<file path="config.mk">
export PLATFORM = sky130hd
export DESIGN_NAME = shake_arbiter
export DESIGN_NICKNAME = d
export VERILOG_FILES = /design/src/rtl/shake_arbiter.sv
export SDC_FILE = /design/constraint.sdc
export NUM_CORES = 1
export LEC_CHECK = 0
export CAP_MARGIN = 20
export CORE_AREA = 2 2 166 168
export DETAILED_ROUTE_END_ITERATION = 8
export DIE_AREA = 0 0 168 170
export PLACE_DENSITY = 0.4
export RECOVER_POWER = 50
export SLEW_MARGIN = 20
export SYNTH_ARGS = -nofsm -noshare
export SYNTH_HDL_FRONTEND = slang
export SYNTH_SLANG_ARGS = --single-unit
</file>
<file path="constraint.sdc">
create_clock -name clk -period 1.41 [get_ports clk]
set_input_delay 0.141 -clock clk [delete_from_list [all_inputs] [get_ports clk]]
set_output_delay 0.141 -clock clk [all_outputs]
set_load 0.02 [all_outputs]
</file>
<file path="src/rtl/shake_arbiter.sv">
// Two-requester round-robin arbiter that time-shares one SHAKE256 core.
// Owner's handshake is muxed to the core; release inserts a one-cycle force-reset FLUSH.
module shake_arbiter #(
    parameter int DATA_IN_BITS  = 64,
    parameter int DATA_OUT_BITS = 64
) (
    input  logic                          clk,
    input  logic                          rst,
    input  logic                          req0,
    input  logic                          req1,
    input  logic                          rel0,
    input  logic                          rel1,
    output logic                          grant0,
    output logic                          grant1,
    input  logic                          frst0,
    input  logic                          frst1,
    input  logic                          in_valid0,
    input  logic                          in_valid1,
    input  logic                          in_last0,
    input  logic                          in_last1,
    input  logic                          out_ready0,
    input  logic                          out_ready1,
    input  logic [DATA_IN_BITS-1:0]       data_in0,
    input  logic [DATA_IN_BITS-1:0]       data_in1,
    input  logic [$clog2(DATA_IN_BITS):0] last_len0,
    input  logic [$clog2(DATA_IN_BITS):0] last_len1,
    output logic                          in_ready0,
    output logic                          in_ready1,
    output logic                          out_valid0,
    output logic                          out_valid1,
    output logic [DATA_OUT_BITS-1:0]      data_out0,
    output logic [DATA_OUT_BITS-1:0]      data_out1,
    output logic                          shake_force_rst,
    output logic                          shake_in_valid,
    output logic                          shake_in_last,
    output logic                          shake_out_ready,
    output logic [DATA_IN_BITS-1:0]       shake_data_in,
    output logic [$clog2(DATA_IN_BITS):0] shake_last_len,
    input  logic                          shake_in_ready,
    input  logic                          shake_out_valid,
    input  logic [DATA_OUT_BITS-1:0]      shake_data_out,
    output logic                          busy
);

    typedef enum logic [1:0] {
        IDLE   = 2'b00,
        GRANT0 = 2'b01,
        GRANT1 = 2'b10,
        FLUSH  = 2'b11
    } state_e;

    state_e state_q, state_d;
    logic   last_served_q, last_served_d;

    always_ff @(posedge clk) begin
        if (rst) begin
            state_q       <= IDLE;
            last_served_q <= 1'b1;
        end else begin
            state_q       <= state_d;
            last_served_q <= last_served_d;
        end
    end

    // Ties go to the requester that was not served last.
    always_comb begin
        state_d       = state_q;
        last_served_d = last_served_q;
        case (state_q)
            IDLE: begin
                if (req0 && (!req1 || last_served_q)) begin
                    state_d       = GRANT0;
                    last_served_d = 1'b0;
                end else if (req1) begin
                    state_d       = GRANT1;
                    last_served_d = 1'b1;
                end
            end
            GRANT0:  if (rel0) state_d = FLUSH;
            GRANT1:  if (rel1) state_d = FLUSH;
            FLUSH:   state_d = IDLE;
            default: state_d = IDLE;
        endcase
    end

    assign grant0    = (state_q == GRANT0);
    assign grant1    = (state_q == GRANT1);
    assign busy      = (state_q != IDLE);
    assign data_out0 = shake_data_out;
    assign data_out1 = shake_data_out;

    // Core-side mux; everything is held at zero while rst is asserted.
    always_comb begin
        shake_force_rst = 1'b0;
        shake_in_valid  = 1'b0;
        shake_in_last   = 1'b0;
        shake_out_ready = 1'b0;
        shake_data_in   = '0;
        shake_last_len  = '0;
        in_ready0       = 1'b0;
        in_ready1       = 1'b0;
        out_valid0      = 1'b0;
        out_valid1      = 1'b0;
        if (!rst) begin
            case (state_q)
                GRANT0: begin
                    shake_force_rst = frst0;
                    shake_in_valid  = in_valid0;
                    shake_in_last   = in_last0;
                    shake_out_ready = out_ready0;
                    shake_data_in   = data_in0;
                    shake_last_len  = last_len0;
                    in_ready0       = shake_in_ready;
                    out_valid0      = shake_out_valid;
                end
                GRANT1: begin
                    shake_force_rst = frst1;
                    shake_in_valid  = in_valid1;
                    shake_in_last   = in_last1;
                    shake_out_ready = out_ready1;
                    shake_data_in   = data_in1;
                    shake_last_len  = last_len1;
                    in_ready1       = shake_in_ready;
                    out_valid1      = shake_out_valid;
                end
                FLUSH:   shake_force_rst = 1'b1;
                default: ;
            endcase
        end
    end

endmodule
</file>
# Word level (Yosys, flattened, before mapping)

Cells that the tools add are included.

Register bits after elaboration: 3
Bits in latches: 0
Bits in writable memories: 0
Memory bits (read-only): 0
Input bits: 222
Logic and storage cells: 43
Memories: 0

Add/sub/neg operators: 0
Multiply operators: 0
Div/mod/pow operators: 0
$lt $le $gt $ge: 0
Eq/ne operators: 6
Shift-type cells: 0
Muxes and demuxes: 27
Bitwise gates (word level): 0
Reduce and logical (&&, ||, !) cells: 8

Operator list:

| operator                                      | count |
|---|---|
| case mux 64 bit (2 select lines)              | 1 |
| 2-to-1 mux 64 bit                             | 1 |
| 2-to-1 mux 1 bit                              | 14 |
| case mux 7 bit (2 select lines)               | 1 |
| 2-to-1 mux 2 bit                              | 4 |
| case mux 2 bit (4 select lines)               | 1 |
| 2-to-1 mux 7 bit                              | 1 |
| case mux 1 bit (2 select lines)               | 3 |
| == test 2 bit, second input constant          | 2 |
| != test 2 bit, second input constant          | 2 |
| nonzero test 2 bit                            | 2 |
| != test 3 bit, second input constant          | 1 |
| case mux 1 bit (3 select lines)               | 1 |
| AND reduction 3 bit                           | 1 |
| == test 2 x 1 -> 1 bit, second input constant | 1 |
| logical NOT 2 bit                             | 1 |
| AND reduction 2 bit                           | 1 |
| logical AND 1 bit                             | 1 |
| logical NOT 1 bit                             | 1 |
| logical OR 1 bit                              | 1 |

# Depth between registers and ports, before layout

Gate-level depths: netlist (run 1).

Word-level depth: 5
Depth in mapped cells: 7
Gate-level depth less buffers: 5

# Least setup slack after synthesis (run 1)

Ideal clock, no wire load.

Kind: reg2out
Start point: reg state_q[1]
End point: out shake_data_in[33]
Data arrival time: 1.719 ns
Data required time: 1.269 ns
Setup slack: -0.450 ns
Stages on the path, launching flop included: 8
Buffers on the path: 3
Path through: dfxtp_1 > inv_1 > ha_1 > buf_2 > buf_2 > clkbuf_1 > a22oi_1 > nor2_1

Word-level cells in the longest chain between the ends: 3
Elaborated cells between the ends (all ways): 4

RTL lines:

| item                             | line | source |
|---|---|---|
| from (decl)                      | 52   | `state_e state_q, state_d;` |
| from (signal assigned)           | 60   | `state_q <= state_d;` |
| == test 2 x 1 -> 1 bit           | n/a  |  |
| named net grant0                 | 13   | `output logic grant0,` |
| case mux 64 bit (2 select lines) | 105  | `case (state_q)` |
| 2-to-1 mux 64 bit                | 104  | `if (!rst) begin` |
| to (decl)                        | 37   | `output logic [DATA_IN_BITS-1:0] shake_data_in,` |

The timed path passes the listed nets, and every way through them passes these cells.

# Worst setup path in the final report (run 1)

Start point: reg state_q[1]
End point: out shake_data_in[46]

Word-level cells in the longest chain between the ends: 3
Elaborated cells between the ends (all ways): 4

RTL lines:

| item                                                    | line |
|---|---|
| == test 2 bit or == test 2 x 1 -> 1 bit (tied branches) | 105 |
| case mux 64 bit (2 select lines) (*)                    | 105 |
| 2-to-1 mux 64 bit (*)                                   | 104 |

Mark *: on every way between the ends. The rest lies on a longest branch, timed or not.

==> impl_metrics.tcl, run 1 <==
set metrics [dict create \
    yosysWarnings 0 \
    cts_max_path_buffers 2 \
    cp-startpoint "state_q[1]$_SDFFE_PP0P_" \
    r2r_start "state_q[1]$_SDFFE_PP0P_" \
    cts-buffers-inserted 3 \
    holdBufCountCts 0 \
    ff2ff_path_depth 9 \
    dp.cells 796 \
    final_area_mm2 0.00609 \
    min_period_ns 1.76 \
    h-tree-depth 1 \
    startpoint_type "flop" \
    r2r_setup_slack_ns -0.21 \
    drive_above_1_share_pct 64.1 \
    grt_pass1_wl_um 17400 \
    p_leak_nw 2.05 \
    fmax_mhz 567 \
    power.density_mw_per_mm2 1450 \
    synthMuxAreaShare_pct 0 \
    finalSetupViolCount 82 \
    antenna_found_initial 1 \
    synth_nets 562 \
    ir_drop_mv 0.620 \
    dieArea_mm2 0.0286 \
    n_fill_cell 2871 \
    finalWorstSetupSlack_ns -0.354 \
    tightestPinTransition_ns 0.297 \
    cts-root-buf "clkbuf_16" \
    synth_top_family_by_area "buffers and inverters" \
    cp-end-kind "primary output" \
    routed_wl_um 13100 \
    cp.required_ns 1.27 \
    post-dp-hpwl_um 9070 \
    start_util_pct 8.27 \
    tritoncts "built" \
    clkSlewWorstSetupHoldPaths_ns 0.03 \
    grt_overflow 0 \
    vias 2932 \
    yosys.area.top_type "buf_4" \
    place_congestion 0.770 \
    synthTopCellsByArea "buf_4 44%, a22oi_1 25%, nor2_1 13%" \
    synthDominantCellAreaShare_pct 43.6 \
    clkSinkCount 3 \
    drcViolationCount 0 \
    drt-initial-drc-count 53 \
    io_pins 432 \
    area_growth_pct 177 \
    post-route-period-util_pct 125 \
    wl_per_cell_um 15.7 \
    reg2reg_to "state_q[0]$_SDFFE_PP0P_" \
    rsz0062_at_grt "true" \
    dpl_worst_slack_ns -0.582 \
    syn_inst 336 \
    grt_pass1_vias 3142 \
    cp_max_fo 9 \
    drv_slew 0 \
    viasPerCell 3.50 \
    hold_violations 0 \
    die_h_um 170 \
    core.rowCount 60 \
    worstHoldPathType "primary input to primary output" \
    max_slew_margin_pct 80.2 \
    synth_adder_area_share_pct 2.27 \
    cap_violations 0 \
    crit_type "flop to primary output" \
    violations "setup timing" \
    netlist_area_mm2 0.00220 \
    finalNetCount 723 \
    yosysUniqueCellTypes 24 \
    ys_ff_latch 3 \
    status "finished, violations left" \
    finalNonFillerCells 837 \
    die_w_um 168 \
    ant_nets 0 \
    clkLatencyLatePin_ns 0.23 \
    placement.io_buffers 239 \
    arrival_ns 1.62 \
    synth-simple-area-share_pct 17.9 \
    synth_xor_xnor_area_share_pct 0 \
    synth_compound_area_share_pct 27.7 \
    fin_skew_ns 0.00386 \
    drt-pass1-iter-count 4 \
    ys_seq_area_share_pct 2.73 \
    place_area_mm2 0.00510 \
    cp-endpoint "shake_data_in[46]" \
    core_area_mm2 0.0267 \
    syn_area_per_cell_um2 6.56 \
    grt_start_max_net_pins 38 \
    antenna_cells 0 \
    grt_use_total_pct 7.71 \
]
-- placed cells by master, fill, tap and decap left out, types with 2 or more instances in the layout --
cell type	count
a221oi_2	2
a22oi_1	4
a22oi_2	70
a31oi_1	2
and3_4	2
and3b_1	4
buf_12	20
buf_16	5
buf_2	3
buf_4	29
buf_6	88
buf_8	3
clkbuf_16	8
clkdlybuf4s50_1	157
dfxtp_4	2
ha_4	3
inv_4	2
nand2b_4	3
nor2_2	8
nor2_4	65
-- metal layers --
layer / wire length (µm) / share of wire, % / track usage [%]
met2: 6680 / 51 / 13.9
met4: 275 / 2.1 / 2.68
met1: 4700 / 36 / 7.99
met3: 1470 / 11 / 3.23
met5: 0 / 0 / 0.696
-- cell families (layout without fill, tap and decap cells) --
family	Yosys count	in the layout
DFF	3	3
buffers and inverters	158	318
adders and majority gates	4	4
and+or+nand+nor	90	90
AOI/OAI and AO/OA	81	81
-- repair_timing --
action                                  CTS  global route
pin swaps                                21            20
endpoints found under the setup margin   84            83
setup buffers                            15            14
gates resized for setup                 491            77
cloned                                    3             7
-- worst min path at each step --
stage	start	end	slack, ns	cells past startpoint
floorplan	rst	state_q[0]$_SDFFE_PP0P_	0.20	1
global placement	shake_data_out[0]	data_out0[0]	0.28	0
detailed placement	shake_data_out[0]	data_out0[0]	0.28	0
CTS	shake_data_out[0]	data_out0[0]	0.28	0
global route	shake_data_out[4]	data_out1[4]	0.28	0
finish	shake_data_out[3]	data_out0[3]	0.28	0
-- cell usage after synthesis --
| cell type | instances |
|---|---|
| and3b_1 | 4 |
| and3_1 | 1 |
| buf_2 | 11 |
| buf_4 | 128 |
| nor3_1 | 1 |
| clkbuf_1 | 15 |
| or3_1 | 1 |
| a311oi_2 | 1 |
| a21oi_1 | 1 |
| and3_4 | 1 |
| inv_1 | 4 |
| o21ai_0 | 1 |
| a22oi_1 | 74 |
| ha_1 | 4 |
| nand2b_1 | 3 |
| nand3_1 | 1 |
| a31oi_1 | 2 |
| or2_2 | 1 |
| dfxtp_1 | 3 |
| nor2b_1 | 1 |
| or3b_1 | 1 |
| a221oi_1 | 2 |
| nor2_1 | 74 |
| nand2b_2 | 1 |
-- critical path: stages, from the launching register on --
cell	delay, ns
dfxtp_4	0.35
buf_6	0.12
ha_4	0.21
buf_16	0.17
buf_12	0.14
a22oi_2	0.23
nor2_4	0.04
buf_6	0.13
-- stage by stage --
step | hold slack [ns] | utilization [%] | setup TNS, ns | power (mW)
CTS | 0.282 | 21.0 | -26.27 | 7.81
floorplan | 0.200 | - | -1.15 | 4.48
finish | 0.282 | 22.9 | -23.38 | 8.82
global placement | 0.282 | 19.1 | -41.49 | 6.17
detailed placement | 0.282 | 19.1 | -42.45 | 6.21
global route | 0.282 | 22.9 | -27.36 | 9.33
-- power breakdown --
group,total [mW],switching [mW],internal [mW]
Combinational,8.18,3.90,4.28
Sequential,0.178,0.0454,0.133
Clock,0.460,0.0860,0.374
-- flip-flops by register name, summed over array words and instances, names as in the netlist --
register and cells:
state_q 2, last_served_q 1
-- layout make-up --
cell class / count / area [µm²] / share of cell area, %
clock buffer: 4 / 78.8 / 1.29
inverter: 4 / 20.0 / 0.329
multi-input combinational: 175 / 2000 / 32.8
sequential: 3 / 67.6 / 1.11
tap: 341 / 427 / 7.00
timing repair buffer: 310 / 3500 / 57.5
No activity file was read; power rests on OpenSTA's default activity.
==> run 2, diff against run 1 <==
--- a/config.mk
+++ b/config.mk
@@ -6,10 +6,10 @@
 export NUM_CORES = 1
 export LEC_CHECK = 0
 export CAP_MARGIN = 20
-export CORE_AREA = 2 2 166 168
+export CORE_AREA = 2 2 167 169
 export DETAILED_ROUTE_END_ITERATION = 8
-export DIE_AREA = 0 0 168 170
-export PLACE_DENSITY = 0.4
+export DIE_AREA = 0 0 169 171
+export PLACE_DENSITY = 0.39
 export RECOVER_POWER = 50
 export SLEW_MARGIN = 20
 export SYNTH_ARGS = -nofsm -noshare
==> constraint.sdc (replaced) <==
create_clock -name clk -period 2 [get_ports clk]
set_input_delay 0.2 -clock clk [delete_from_list [all_inputs] [get_ports clk]]
set_output_delay 0.2 -clock clk [all_outputs]
set_load 0.02 [all_outputs]
==> run 2 against run 1 <==
  * The flow now finishes without violations
  * Clock power fell by 31%
  * Die area rose by 1.2%
  * Flip-flop and latch count did not move
  * Non-clock buffer count fell by 48
  * Sequential share of layout area rose by 0.34 points
  * Power fell by 64%
  * Sequential power fell by 45%
  * Worst setup slack improved by 0.42 ns
  * Worst hold slack improved by 0.12 ns
  * Highest routed layer unchanged
==> impl_metrics.tcl, run 2 (synthesis gave the netlist of run 1 again) <==
set metrics [dict create \
    status "complete, no violations" \
    post-dp-hpwl_um 8580 \
    die_h_um 171 \
    wl_per_cell_um 13.2 \
    finalSetupViolCount 0 \
    crit_type "flop to primary output" \
    grt_pass1_wl_um 14400 \
    top_register "state_q" \
    holdBufCountCts 0 \
    grt_pass1_vias 2631 \
    final_area_mm2 0.00414 \
    io_pins 432 \
    area_growth_pct 87.8 \
    r2r_setup_slack_ns 0.39 \
    final_cell_mix "158 x clkdlybuf4s50_1, 74 x nor2_1, 69 x a22oi_1" \
    core.rowCount 61 \
    core_area_mm2 0.0273 \
    tritoncts "built" \
    place_congestion 0.625 \
    grt_use_total_pct 6.39 \
    worstHoldStart "shake_data_out[4]" \
    cts-buffers-inserted 3 \
    tightestPinTransition_ns 0.246 \
    clkSinkCount 3 \
    reg_top3 "state_q (2), last_served_q (1)" \
    cap_violations 0 \
    fin_hold_ws_ns 0.400 \
    ff2ff_path_depth 5 \
    hold_violations 0 \
    cts_max_path_buffers 2 \
    arrival_ns 1.74 \
    h-tree-depth 1 \
    drv_slew 0 \
    cp_max_fo 43 \
    vias 2688 \
    start_util_pct 8.06 \
    routed_wl_um 10500 \
    min_period_ns 1.94 \
    dieArea_mm2 0.0289 \
    grt_overflow 0 \
    finalNetCount 675 \
    die_w_um 169 \
    final_common_cell "clkdlybuf4s50_1" \
    largest_reg_flops 2 \
    cp.required_ns 1.80 \
    drcViolationCount 0 \
    cts-root-buf "clkbuf_16" \
    worstHoldPathCells 0 \
    fmax_mhz 516 \
    finalNonFillerCells 794 \
    antenna_found_initial 0 \
    place_area_mm2 0.00424 \
    reg2reg_to "state_q[0]$_SDFFE_PP0P_" \
    viasPerCell 3.39 \
    startpoint_type "flop" \
    power.density_mw_per_mm2 770 \
    clkSlewWorstSetupHoldPaths_ns 0.03 \
    drt-initial-drc-count 71 \
    antenna_cells 0 \
    cp-end-kind "primary output" \
    dp.cells 790 \
    ir_drop_mv 0.308 \
    min_to "data_out0[4]" \
    n_fill_cell 3168 \
    p_leak_nw 1.64 \
    clkLatencyLatePin_ns 0.23 \
    drt-pass1-iter-count 4 \
    fin_skew_ns 0.00305 \
    drive_above_1_share_pct 15.6 \
    post-route-period-util_pct 96.9 \
    rsz0062_at_grt "true" \
    worstHoldPathType "primary input to primary output" \
    ant_nets 0 \
    max_slew_margin_pct 83.6 \
    placement.io_buffers 239 \
    grt_start_max_net_pins 45 \
    r2r_start "state_q[1]$_SDFFE_PP0P_" \
]
run 2: what timing repair did:
item / CTS / global route
cloned: 0 / 0
buffers inserted: 0 / 0
gates resized for setup: 85 / 78
endpoints found under the setup margin: 80 / 50
run 2: area by class of cell:
class	count	area (µm²)	area share [%]
timing repair buffer	262	2440	58.9
inverter	4	15.0	0.363
clock buffer	4	78.8	1.91
sequential	3	60.1	1.45
multi-input combinational	175	1110	26.9
tap	346	433	10.5
run 2: worst max-delay path: stages (launching register included):
cell and delay (ns):
dfxtp_1 0.35, inv_1 0.07, buf_4 0.14, ha_4 0.17, buf_12 0.17, a22oi_1 0.22
nor2_1 0.05, dlygate4sd2_1 0.32
run 2: stage by stage:
stage	power, mW	util, %	worst slack (ns)	setup TNS (ns)
after floorplan	1.93	-	0.0808	0
after global placement	3.11	15.5	-0.0331	-0.0845
after detailed placement	3.06	15.5	-0.0316	-0.0449
after CTS	3.24	15.5	0.00287	0
after global routing	3.42	15.1	-0.00986	-0.0203
final	3.18	15.1	0.0625	0
run 2: where the power goes:
part | switching [mW] | internal [mW] | leakage, nW
Clock | 0.0559 | 0.263 | 0.0382
Sequential | 0.0141 | 0.0832 | 0.0249
Combinational | 1.48 | 1.29 | 1.57
run 2: how the worst max path moves through the flow:
stage | startpoint | endpoint | slack, ns
2_1_floorplan | state_q[1]$_SDFFE_PP0P_ | shake_data_in[33] | 0.08
3_3_place_gp | state_q[1]$_SDFFE_PP0P_ | shake_data_in[32] | -0.03
3_5_place_dp | state_q[1]$_SDFFE_PP0P_ | shake_data_in[32] | -0.03
4_1_cts | state_q[0]$_SDFFE_PP0P_ | shake_last_len[3] | 0.003
5_1_grt | state_q[0]$_SDFFE_PP0P_ | shake_data_in[29] | -0.01
6_report | state_q[0]$_SDFFE_PP0P_ | shake_data_in[43] | 0.06
run 2: routing by layer:
layer	GRT usage, %	wire length [µm]	vias to the layer above
met3	2.57	1440	64
met1	6.38	3660	1147
li1	-	-	1250
met4	4.42	650	0
met2	11.0	4770	227
met5	0	0	-
==> run 3, diff against run 2 <==
--- a/config.mk
+++ b/config.mk
@@ -9,6 +9,7 @@
 export CORE_AREA = 2 2 167 169
 export DETAILED_ROUTE_END_ITERATION = 8
 export DIE_AREA = 0 0 169 171
+export GPL_TIMING_DRIVEN = 0
 export PLACE_DENSITY = 0.39
 export RECOVER_POWER = 50
 export SLEW_MARGIN = 20
==> run 3 against run 2 <==
  * Final area rose by 52%
  * Combinational power increased by 25%
  * Critical path depth up 1
  * Largest cell class unchanged
  * Non-clock buffer count is 260 higher
  * Register-to-register slack better by 0.10 ns
  * Sequential power is 23% higher
  * Via count increased by 34%
==> impl_metrics.tcl, run 3 (synthesis gave the netlist of run 1 again) <==
set metrics [dict create \
    status "complete, no violations" \
    area_growth_pct 185 \
    routed_wl_um 14900 \
    cp_max_fo 10 \
    placement.io_buffers 367 \
    post-route-period-util_pct 96.2 \
    ir_drop_mv 0.314 \
    rsz0062_at_grt "false" \
    dieArea_mm2 0.0289 \
    startpoint_type "flop" \
    io_pins 432 \
    reg_top3 "state_q (2), last_served_q (1)" \
    cts-root-buf "clkbuf_16" \
    p_leak_nw 2.74 \
    clkLatencyLatePin_ns 0.23 \
    largest_reg_flops 2 \
    grt_overflow 0 \
    multiInputGateArea_mm2 0.00113 \
    antenna_found_initial 0 \
    post-cts-setup-buffers 0 \
    start_util_pct 8.06 \
    final_common_cell "clkdlybuf4s50_1" \
    fin_util_pct 23.0 \
    die_h_um 171 \
    max_slew_margin_pct 78.7 \
    wl_per_cell_um 14.1 \
    ant_nets 0 \
    grt_use_total_pct 9.23 \
    holdBufCountCts 0 \
    clkSinkCount 3 \
    final_cell_mix "181 x clkdlybuf4s50_1, 139 x buf_4, 106 x dlygate4sd3_1" \
    worstHoldPathType "primary input to flop" \
    fmax_mhz 520 \
    cap_violations 0 \
    grt_pass1_vias 3619 \
    hold_violations 0 \
    drt-initial-drc-count 124 \
    cp.required_ns 1.80 \
    top_register "state_q" \
    fin_skew_ns 0.00239 \
    h-tree-depth 1 \
    drt-pass1-iter-count 4 \
    n_fill_cell 3042 \
    post-dp-hpwl_um 12800 \
    seq_area_um2 65.1 \
    core.rowCount 61 \
    die_w_um 169 \
    arrival_ns 1.72 \
    drv_slew 0 \
    cp-end-kind "primary output" \
    drive_above_1_share_pct 35.0 \
    finalSetupViolCount 0 \
    grt_start_max_net_pins 11 \
    core_area_mm2 0.0273 \
    grt_pass1_wl_um 20900 \
    tritoncts "built" \
    finalNetCount 935 \
    cts-buffers-inserted 3 \
    drcViolationCount 0 \
    min_period_ns 1.92 \
    crit_type "flop to primary output" \
    power.density_mw_per_mm2 621 \
    vias 3591 \
    clkSlewWorstSetupHoldPaths_ns 0.03 \
    tightestPinTransition_ns 0.319 \
    antenna_cells 0 \
    cts_max_path_buffers 2 \
    finalPower_mw 3.90 \
    viasPerCell 3.41 \
    place_congestion 0.683 \
]
## run 3: cell count changes in the layout (fill, tap and decap cells not counted), sizes merged
cell / previous run / this run
clkbuf: 36 / 28
dlygate4sd3: 0 / 106
clkdlybuf4s50: 158 / 181
dlygate4sd2: 36 / 8
buf: 23 / 202
clkdlybuf4s15: 12 / 0
## run 3: layout make-up
class,instances,share of cell area [%]
buffer,154,19.6
inverter,4,0.239
tap,346,6.89
multi-input combinational,175,18.0
timing repair buffer,368,52.9
clock buffer,4,1.25
sequential,3,1.04
## run 3: critical path: stages (launching register included)
cell,delay (ns)
dfxtp_2,0.35
inv_2,0.08
ha_4,0.17
buf_8,0.14
buf_8,0.15
clkbuf_8,0.16
a22oi_1,0.20
nor2_1,0.08
buf_4,0.16
## run 3: metal layers
layer  routed length [µm]  track usage [%]
met1                 5160             9.55
met2                 8020             18.5
met3                 1580             2.85
met4                  141             1.37
met5                    0                0
## run 3: metrics by stage
step	setup WS, ns	hold slack [ns]	instances	setup TNS, ns	instance area, µm²
after floorplan	0.0808	0.268	336	0	2200
after global placement	-0.818	0.547	1049	-45.02	6310
after detailed placement	-0.795	0.555	1049	-44.16	6310
after CTS	-0.0915	0.559	1054	-0.914	6370
after global routing	0.00956	0.423	1054	0	6280
final	0.0765	0.348	1054	0	6280
## run 3: power by group
part	leakage, nW	switching, mW	internal (mW)
clock	0.0382	0.0605	0.264
combinational	2.68	1.80	1.65
sequential	0.0258	0.0296	0.0904
total	2.74	1.89	2.00
## run 3: path summary, 6_finish.rpt
| kind | startpoint | endpoint | slack, ns | cells past startpoint |
|---|---|---|---|---|
| worst max-delay path | state_q[1]$_SDFFE_PP0P_ | shake_data_in[43] | 0.08 | 8 |
| worst min-delay path | rst | state_q[0]$_SDFFE_PP0P_ | 0.35 | 2 |
| worst max register to register | state_q[0]$_SDFFE_PP0P_ | state_q[0]$_SDFFE_PP0P_ | 0.49 | 5 |
| worst min register to register | last_served_q$_SDFFE_PP1P_ | last_served_q$_SDFFE_PP1P_ | 0.56 | 2 |
## run 3: what timing repair did
action                                  in CTS  in global routing
endpoints found under the setup margin      79                 75
gates cloned                                 1                  0
pin swaps                                    0                  1
gates resized for setup                    300                 69
